## config.mk

```make
export PLATFORM = sky130hd
export DESIGN_NAME = div_scheduler
export DESIGN_NICKNAME = d
export VERILOG_FILES = /design/src/rtl/div_scheduler.sv
export SDC_FILE = /design/constraint.sdc
export NUM_CORES = 1
export LEC_CHECK = 0
export ABC_AREA = 1
export BUFFER_PORTS_ARGS = -buffer_cell sky130_fd_sc_hd__buf_2
export CORE_UTILIZATION = 53
export DETAILED_ROUTE_END_ITERATION = 10
export PLACE_DENSITY_LB_ADDON = 0.25
export SLEW_MARGIN = 20
export SYNTH_ARGS = -nofsm -noshare
export SYNTH_HDL_FRONTEND = slang
export SYNTH_SLANG_ARGS = --single-unit
export TNS_END_PERCENT = 5
```

## constraint.sdc

```tcl
create_clock -name clk -period 7.19 [get_ports clk]
set_clock_uncertainty 0.1 [all_clocks]
set_input_delay 0 -clock clk [delete_from_list [all_inputs] [get_ports clk]]
set_output_delay 0 -clock clk [all_outputs]
set_load 0.02 [all_outputs]
```

## src/rtl/div_scheduler.sv

```systemverilog
// div_scheduler: shares one iterative divider between the two issue slots.
//
// Slot A (older) and slot B (younger) may both present a div/rem request in
// the same cycle. A goes to the divider first and B waits in a one-entry
// pending register. Results come back tagged with the destination register
// and the originating slot. The issue stage is frozen with stall_out until
// every accepted request has been written back.
//
// Optional build macro DIV_SCHED_EARLY_OUT_EN: divide-by-zero and unsigned
// src1<src2 requests accepted from IDLE skip the divider. Their result is
// presented the cycle after accept.
//
// Ports:
//   clk, rst (async, active-high)    clock / reset
//   flush                            abort everything, highest priority
//   stall_in                         writeback not ready, hold the result
//   req_valid[1]/[0]                 slot A / slot B request
//   req_op_*                         {signed, want_remainder}
//   req_src1_*, req_src2_*, req_rd_* dividend, divisor, destination
//   div_start/div_op/div_x/div_y     launch interface to the divider
//   div_cancel                       one-cycle abort to the divider
//   div_done/div_result              divider completion
//   res_valid/res_data/res_rd/res_slot  tagged result (slot 1=A, 0=B)
//   stall_out                        freeze the issue stage
//   err_timeout                      sticky divider watchdog flag
module div_scheduler #(
  parameter int XLEN        = 32,
  parameter int DIV_MAX_CYC = 40
) (
  input  logic            clk,
  input  logic            rst,
  input  logic            flush,
  input  logic            stall_in,
  input  logic [1:0]      req_valid,
  input  logic [1:0]      req_op_a,
  input  logic [1:0]      req_op_b,
  input  logic [XLEN-1:0] req_src1_a,
  input  logic [XLEN-1:0] req_src2_a,
  input  logic [XLEN-1:0] req_src1_b,
  input  logic [XLEN-1:0] req_src2_b,
  input  logic [4:0]      req_rd_a,
  input  logic [4:0]      req_rd_b,
  output logic            div_start,
  output logic [1:0]      div_op,
  output logic [XLEN-1:0] div_x,
  output logic [XLEN-1:0] div_y,
  output logic            div_cancel,
  input  logic            div_done,
  input  logic [XLEN-1:0] div_result,
  output logic            res_valid,
  output logic [XLEN-1:0] res_data,
  output logic [4:0]      res_rd,
  output logic            res_slot,
  output logic            stall_out,
  output logic            err_timeout
);

  localparam int CW = $clog2(DIV_MAX_CYC + 1);
  // The counter reads k in the k-th cycle after div_start. The flag is
  // therefore visible DIV_MAX_CYC cycles after the start pulse.
  localparam logic [CW-1:0] CNT_LIMIT = CW'(DIV_MAX_CYC - 1);

  typedef enum logic [1:0] {
    S_IDLE = 2'd0,
    S_RUN  = 2'd1,
    S_HOLD = 2'd2
  } state_t;

  state_t          state_r;
  logic            pend_valid_r;
  logic [1:0]      pend_op_r;
  logic [XLEN-1:0] pend_x_r;
  logic [XLEN-1:0] pend_y_r;
  logic [4:0]      pend_rd_r;
  logic [CW-1:0]   cnt_r;
  logic            start_r;
  logic [1:0]      op_r;
  logic [XLEN-1:0] x_r;
  logic [XLEN-1:0] y_r;
  logic [4:0]      cur_rd_r;
  logic            cur_slot_r;
  logic            res_valid_r;
  logic [XLEN-1:0] res_data_r;
  logic [4:0]      res_rd_r;
  logic            res_slot_r;
  logic            cancel_r;
  logic            err_r;

  logic            accept_s;
  logic            launch_s;
  logic [1:0]      sel_op_s;
  logic [XLEN-1:0] sel_x_s;
  logic [XLEN-1:0] sel_y_s;
  logic [4:0]      sel_rd_s;
  logic            sel_slot_s;
  logic            early_s;
  logic [XLEN-1:0] early_res_s;

  // Request selection: A wins whenever it is present, B only when alone.
  always_comb begin
    accept_s = (state_r == S_IDLE) && !pend_valid_r && !flush && (req_valid != 2'b00);
    if (req_valid[1]) begin
      sel_op_s   = req_op_a;
      sel_x_s    = req_src1_a;
      sel_y_s    = req_src2_a;
      sel_rd_s   = req_rd_a;
      sel_slot_s = 1'b1;
    end else begin
      sel_op_s   = req_op_b;
      sel_x_s    = req_src1_b;
      sel_y_s    = req_src2_b;
      sel_rd_s   = req_rd_b;
      sel_slot_s = 1'b0;
    end
  end

`ifdef DIV_SCHED_EARLY_OUT_EN
  // Early-out decode: results known without iterating the divider.
  always_comb begin
    early_s     = 1'b0;
    early_res_s = {XLEN{1'b0}};
    if (sel_y_s == {XLEN{1'b0}}) begin
      early_s     = 1'b1;
      early_res_s = sel_op_s[0] ? sel_x_s : {XLEN{1'b1}};
    end else if (!sel_op_s[1] && (sel_x_s < sel_y_s)) begin
      early_s     = 1'b1;
      early_res_s = sel_op_s[0] ? sel_x_s : {XLEN{1'b0}};
    end else begin
      early_s     = 1'b0;
      early_res_s = {XLEN{1'b0}};
    end
  end
`else
  assign early_s     = 1'b0;
  assign early_res_s = {XLEN{1'b0}};
`endif

  assign launch_s = accept_s && !early_s;

  // The accept-cycle launch bypasses the operand registers so the divider
  // starts in the same cycle the request is sampled.
  assign div_start   = launch_s | start_r;
  assign div_op      = launch_s ? sel_op_s : op_r;
  assign div_x       = launch_s ? sel_x_s  : x_r;
  assign div_y       = launch_s ? sel_y_s  : y_r;
  assign div_cancel  = cancel_r;
  assign res_valid   = res_valid_r;
  assign res_data    = res_data_r;
  assign res_rd      = res_rd_r;
  assign res_slot    = res_slot_r;
  assign err_timeout = err_r;
  // Includes the accept cycle itself so the next bundle is held back.
  assign stall_out   = (state_r != S_IDLE) | pend_valid_r | accept_s;

  // Scheduler FSM: acceptance, divider tracking, result hold and watchdog.
  always_ff @(posedge clk or posedge rst) begin
    if (rst) begin
      state_r      <= S_IDLE;
      pend_valid_r <= 1'b0;
      pend_op_r    <= 2'b00;
      pend_x_r     <= {XLEN{1'b0}};
      pend_y_r     <= {XLEN{1'b0}};
      pend_rd_r    <= 5'd0;
      cnt_r        <= {CW{1'b0}};
      start_r      <= 1'b0;
      op_r         <= 2'b00;
      x_r          <= {XLEN{1'b0}};
      y_r          <= {XLEN{1'b0}};
      cur_rd_r     <= 5'd0;
      cur_slot_r   <= 1'b0;
      res_valid_r  <= 1'b0;
      res_data_r   <= {XLEN{1'b0}};
      res_rd_r     <= 5'd0;
      res_slot_r   <= 1'b0;
      cancel_r     <= 1'b0;
      err_r        <= 1'b0;
    end else begin
      start_r  <= 1'b0;
      cancel_r <= 1'b0;
      if (flush) begin
        cancel_r     <= (state_r == S_RUN);
        state_r      <= S_IDLE;
        pend_valid_r <= 1'b0;
        res_valid_r  <= 1'b0;
      end else begin
        case (state_r)
          S_IDLE: begin
            if (accept_s) begin
              op_r       <= sel_op_s;
              x_r        <= sel_x_s;
              y_r        <= sel_y_s;
              cur_rd_r   <= sel_rd_s;
              cur_slot_r <= sel_slot_s;
              if (req_valid == 2'b11) begin
                pend_valid_r <= 1'b1;
                pend_op_r    <= req_op_b;
                pend_x_r     <= req_src1_b;
                pend_y_r     <= req_src2_b;
                pend_rd_r    <= req_rd_b;
              end
              if (early_s) begin
                state_r     <= S_HOLD;
                res_valid_r <= 1'b1;
                res_data_r  <= early_res_s;
                res_rd_r    <= sel_rd_s;
                res_slot_r  <= sel_slot_s;
              end else begin
                state_r <= S_RUN;
                // The accept cycle already counts as divider cycle zero.
                cnt_r   <= CW'(1);
              end
            end
          end
          S_RUN: begin
            if (div_done) begin
              state_r     <= S_HOLD;
              res_valid_r <= 1'b1;
              res_data_r  <= div_result;
              res_rd_r    <= cur_rd_r;
              res_slot_r  <= cur_slot_r;
            end else if (cnt_r >= CNT_LIMIT) begin
              err_r        <= 1'b1;
              cancel_r     <= 1'b1;
              state_r      <= S_IDLE;
              pend_valid_r <= 1'b0;
            end else begin
              cnt_r <= cnt_r + CW'(1);
            end
          end
          S_HOLD: begin
            if (!stall_in) begin
              res_valid_r <= 1'b0;
              if (pend_valid_r) begin
                // Pending B always takes the divider path.
                state_r      <= S_RUN;
                start_r      <= 1'b1;
                op_r         <= pend_op_r;
                x_r          <= pend_x_r;
                y_r          <= pend_y_r;
                cur_rd_r     <= pend_rd_r;
                cur_slot_r   <= 1'b0;
                pend_valid_r <= 1'b0;
                cnt_r        <= {CW{1'b0}};
              end else begin
                state_r <= S_IDLE;
              end
            end
          end
          default: begin
            state_r <= S_IDLE;
          end
        endcase
      end
    end
  end

endmodule

```

## Yosys cells after proc, flatten, opt, wreduce, memory -nomap -nowiden

Cells that the tools add are included.
Widths: inputs -> output; s select.

- Eq/ne operators: 15
- Reductions and logical operators: 21
- $add $sub $neg: 1
- Muxes and demuxes: 56
- Order comparisons: 1
- Bitwise gates (word level): 5

Operators by type and width:

| kind | number |
|---|---|
| $mux 32 | 8 |
| $pmux 32 s2 | 2 |
| $mux 6 | 5 |
| $mux 1 | 21 |
| $mux 5 | 4 |
| $mux 2 | 9 |
| $pmux 6 s3 | 1 |
| $ne 3x3->1 const B | 4 |
| $reduce_and 4->1 | 3 |
| $ne 2x2->1 const B | 5 |
| $pmux 5 s2 | 1 |
| $reduce_and 3->1 | 3 |
| $reduce_and 7->1 | 1 |
| $add 6x1->6 const B | 1 |
| $ge 6x6->1 const B | 1 |
| $ne 3x2->1 const B | 2 |
| $pmux 2 s3 | 1 |
| $reduce_and 6->1 | 1 |
| $reduce_bool 2->1 | 3 |
| $reduce_bool 3->1 | 2 |
| $reduce_and 5->1 | 1 |
| $eq 2x2->1 const B | 2 |
| $ne 4x3->1 const B | 1 |
| $pmux 1 s2 | 2 |
| other kinds (9) | 15 |

- Bits in registers: 194
- Word-level logic and storage cells: 118
- Bits of input ports: 181
- Output and inout port bits: 109

## Longest topological paths before layout

- Word-level depth: 7
- Mapped depth: 10

## Least setup slack after synthesis

OpenSTA, ideal clock, no wires.

- Kind: reg2reg
- Start: register state_r[0]
- End: register y_r[10]
- Path buffers: 2
- Stages on the path, launching flop included: 11
- Slack: 5362 ps
- Period minus slack after synthesis: 1828 ps
- Data arrival time: 1650 ps
- Cells stage by stage: dfrtp_1 > inv_1 > ha_1 > nand2_2 > nor2_4 > buf_4 > buf_6 > nand3_1 > nand2_1 > nand2_1 > a21oi_1

- Word-level cells in the longest chain between the ends: 6
- Elaborated cells on any way between the ends: 11

Ends and longest elaborated chain:

| what | line | source |
|---|---|---|
| start: declaration | 69 | `state_t state_r;` |
| start signal: assignment | 158 | `state_r <= S_IDLE;` |
| start signal: assignment | 182 | `state_r <= S_IDLE;` |
| start signal: assignment | 202 | `state_r <= S_HOLD;` |
| $logic_not 2->1 | 101 | `accept_s = (state_r == S_IDLE) && !pend_valid_r && !flush && (req_valid != 2'b00);` |
| $logic_and 1x1->1 (3 in a row) | 101 |  |
| $mux 32 | n/a |  |
| via div_y[10] | 46 | `output logic [XLEN-1:0] div_y,` |
| $pmux 32 s2 | 186 | `case (state_r)` |
| end signal: assignment | 168 | `y_r <= {XLEN{1'b0}};` |
| end signal: assignment | 191 | `y_r <= sel_y_s;` |
| end signal: assignment | 239 | `y_r <= pend_y_r;` |
| end: declaration | 79 | `logic [XLEN-1:0] y_r;` |

The timed path passes the listed nets, and every way through them passes these cells.
A chain may end at the register's enable or synchronous reset.

## Final worst setup path

- Start: input req_valid[1]
- End: output div_y[12]

- Word-level cells in the longest chain between the ends: 3
- Elaborated cells on any way between the ends: 4

Ends and longest elaborated chain:

| what | line | source |
|---|---|---|
| start: declaration | 34 | `input logic [1:0] req_valid,` |
| $reduce_bool 2->1 | 101 |  |
| $logic_and 1x1->1 | 101 |  |
| $mux 32 * | n/a |  |
| end: declaration | 46 |  |

Mark *: on every way between the ends. The rest lies on a longest branch, timed or not.

==> summary.md <==
| Metric | Value |
|---|---|
| DR pass1 iterations | `5` |
| Largest net degree at the start of global routing | `140` |
| Run status | `finished clean` |
| Met2 wire len | `15,400 microns` |
| Post-Synthesis Cell Area | `10,100 sq um` |
| Max Cap Viol | `0` |
| Cells on worst reg2reg path | `9` |
| CP Data Required Time | `7.09 ns` |
| Final Hold Fails | `0` |
| H-Tree Depth | `4` |
| DR WL/cell | `16.0 microns` |
| Startpoint types | `input pin` |
| Final nets | `1,959` |
| Leakage power total | `7.43 nW` |
| Crit path buffers/inverters | `5` |
| Worst endpoint data arrival time | `3.12 ns` |
| TritonCTS clock tree | `built` |
| Inserted Clock Buffers | `17` |
| Cts hold-fix bufs | `170` |
| Peak Freq | `310 MHz` |
| Post-detail-place hpwl | `17,400 microns` |
| Ratio of final minimum period to clock period | `0.448` |
| Vias per cell | `5.46` |
| Root Driver | `clkbuf_16` |
| Critical Path Start | `req_valid[1]` |
| Setup violations, final | `0` |
| Die Y-Extent | `140 microns` |
| CP endpoint kind | `output pin` |
| Max-slew violation count | `0` |
| Period minus WS final | `3.22 ns` |
| Core Region | `18,700 sq um` |
| Chip Width | `140 microns` |
| Yosys reg bits | `194` |
| CP Class | `in -> out` |
| Final worst setup slack | `3.97 ns` |
| DR WL met3 | `2630 microns` |
| Global Route Usage Sum | `0.335` |
| Cell variety after synth | `26` |
| Family with the most delay on the worst path | `buffers and inverters` |
| DRC Markers | `0` |
| Critical Path Stages | `9` |
| Syn Inst Count | `1,376` |
| Crit-path max FO | `105` |
| Clock Path Buffers | `2` |
| M1 WL | `13,100 microns` |
| CTS-repair resized insts | `0` |
| Fill cell count | `1,336` |
| Hold path start | `req_src2_a[22]` |
| First-pass GRT wire length | `52,700 microns` |
| Yosys warns | `0` |
| Area of placed instances | `11,500 sq um` |
| Ports | `290` |
| Design area | `13,800 sq um` |
| Worst setup path end | `div_y[12]` |
| Area of the multi-input gates | `4410 sq um` |
| Avg Cell Area, Syn | `7.37 sq um` |
| Via count | `11,000` |
| Cell mode on critical path | `buf_4` |
| Worst slack, placed | `3.64 ns` |
| Num rows | `50` |
| Top Layer Used | `met4` |
| Initial antenna violation count | `0` |
| Critical R2R Launch | `state_r[0]$_DFFE_PP0P_` |
| Clock transition at path regs | `0.07 ns` |
| Worst-Skew Late Latency | `0.43 ns` |
| Die ar. | `19,700 sq um` |
| Worst-path cell with the longest stage delay | `buf_4` |
| CP peak stage delay | `0.67 ns` |
| TNS Setup | `0 ns` |
| R2r setup slk | `4.11 ns` |
| Power density cells | `376 nW/um^2` |
| IO Port Bufs | `289` |
| GP Congestion | `0.857` |
| Min-Delay Path Class | `in -> reg` |
| Postcts setup bufs | `0` |
| ANT nets after route | `0` |
| Initial Util | `0.542` |
| Layout area overhead | `36.4%` |
| Slew HR | `0.278` |
| Total wire length | `32,300 microns` |
| FF-to-FF End | `y_r[24]$_DFFE_PP0P_` |
| Number of global-route vias before repair | `10,900` |
| RSZ-0062 raised after global routing | `no` |
| Worst-path cell chain | `buf_4 > inv_2 > nand2_2 > buf_4 > nand2_2 > buf_4 > nand2_1 > and2_1 > buf_2` |
| Gr ovfl total | `0` |
| Maximum VDD drop | `0.172 mV` |
| Seq/Total Area, Yosys | `0.478` |
| Initial drt markers | `793` |
| CTS sink cnt | `194` |
| Share of layout cells above drive strength 1 | `0.197` |
| Worst Tran Pin Value | `1.08 ns` |
| Seq. cell area | `4850 sq um` |
| Mapped Nets | `1,562` |
cells in the final DEF, fill, tap and decap left out, types with 17 or more instances in the layout:
| cell | netlist | routed |
|---|---|---|
| nand2_1 | 430 | 428 |
| and2_1 | 30 | 30 |
| buf_2 | 43 | 288 |
| a21oi_1 | 136 | 136 |
| nand3_1 | 115 | 115 |
| clkbuf_16 | 0 | 17 |
| dfrtp_1 | 194 | 194 |
| o21ai_0 | 144 | 144 |
| dlygate4sd3_1 | 0 | 170 |
| inv_1 | 121 | 119 |
| nor2_1 | 78 | 78 |
flip-flops by register name, indices dropped and copies added, names as in the netlist, 2 cells and up:
register and flops:
x_r 32, state_r 2, cnt_r 6, op_r 2, res_rd 5, y_r 32
pend_y_r 32, res_data 32, pend_x_r 32, cur_rd_r 5, pend_rd_r 5, pend_op_r 2
cells in the mapped netlist, drive strengths merged:
cell type | count | share of area
a21oi | 136 | 0.067
a32oi | 1 | 0.00086
and2 | 30 | 0.018
buf | 52 | 0.029
clkbuf | 38 | 0.014
clkinv | 1 | 0.00037
dfrtp | 194 | 0.48
ha | 5 | 0.0062
inv | 124 | 0.046
mux2 | 10 | 0.011
mux2i | 5 | 0.0049
nand2 | 433 | 0.16
nand3 | 115 | 0.057
nand4 | 2 | 0.0012
nor2 | 79 | 0.030
nor3 | 1 | 0.00049
o21ai | 148 | 0.073
o21bai | 1 | 0.00074
or2 | 1 | 0.00062
cells by family after synthesis:
kind of cell	after synthesis	synth area share
flip-flops	194	0.478
AO/OA/AOI/OAI	286	0.142
buffers and inverters	215	0.0893
adder cells (fa/ha/maj)	5	0.00617
multiplexers	15	0.0160
AND/OR/NAND/NOR	661	0.268
cell type report:
cell class | instances | share of cell area
diodes | 1 | 0.000181
flip-flops and latches | 194 | 0.351
inverters | 125 | 0.0344
multi-input cells | 967 | 0.318
repair buffers | 468 | 0.232
well taps | 234 | 0.0211
clock inverters | 10 | 0.00895
clock buffers | 20 | 0.0337
tightest hold or removal path, stage by stage:
cell	delay, ns
buf_2	0.10
nand2_1	0.07
o21ai_0	0.08
nand3_1	0.07
nand2_1	0.07
nand2_1	0.06
a21oi_1	0.05
report_power, final:
group	switching [W]	leakage (nW)	internal (W)	total [W]
logic	0.00154	4.84	0.000832	0.00237
registers	0.000278	2.31	0.00159	0.00187
clock network	0.000426	0.286	0.000541	0.000967
worst min path at each step:
stage,slack [ns],depth (start not counted),endpoint
2_1_floorplan,-0.03,1,start_r$_DFF_PP0_
3_3_place_gp,0.1,3,res_data[25]$_DFFE_PP0P_
3_5_place_dp,0.10,3,res_data[6]$_DFFE_PP0P_
4_1_cts,0.001,7,y_r[22]$_DFFE_PP0P_
5_1_grt,0.04,7,y_r[22]$_DFFE_PP0P_
6_report,0.003,7,y_r[22]$_DFFE_PP0P_
per-stage QoR:
step	cells	power, W	hold WS [ns]	util
finish	2019	0.00520	0.00348	0.740
global route	2018	0.00556	0.0355	0.740
detailed placement	1818	0.00412	0.102	0.617
CTS	2018	0.00516	0.00133	0.740
floorplan	1376	0.00343	-0.0292	-
global placement	1818	0.00404	0.0999	0.617
routing by layer:
metal	GRT usage	vias to the layer above
li1	-	5184
met1	0.412	5099
met2	0.562	617
met3	0.0738	117
met4	0.161	0
met5	0	-
No activity file was read; power rests on OpenSTA's default activity.
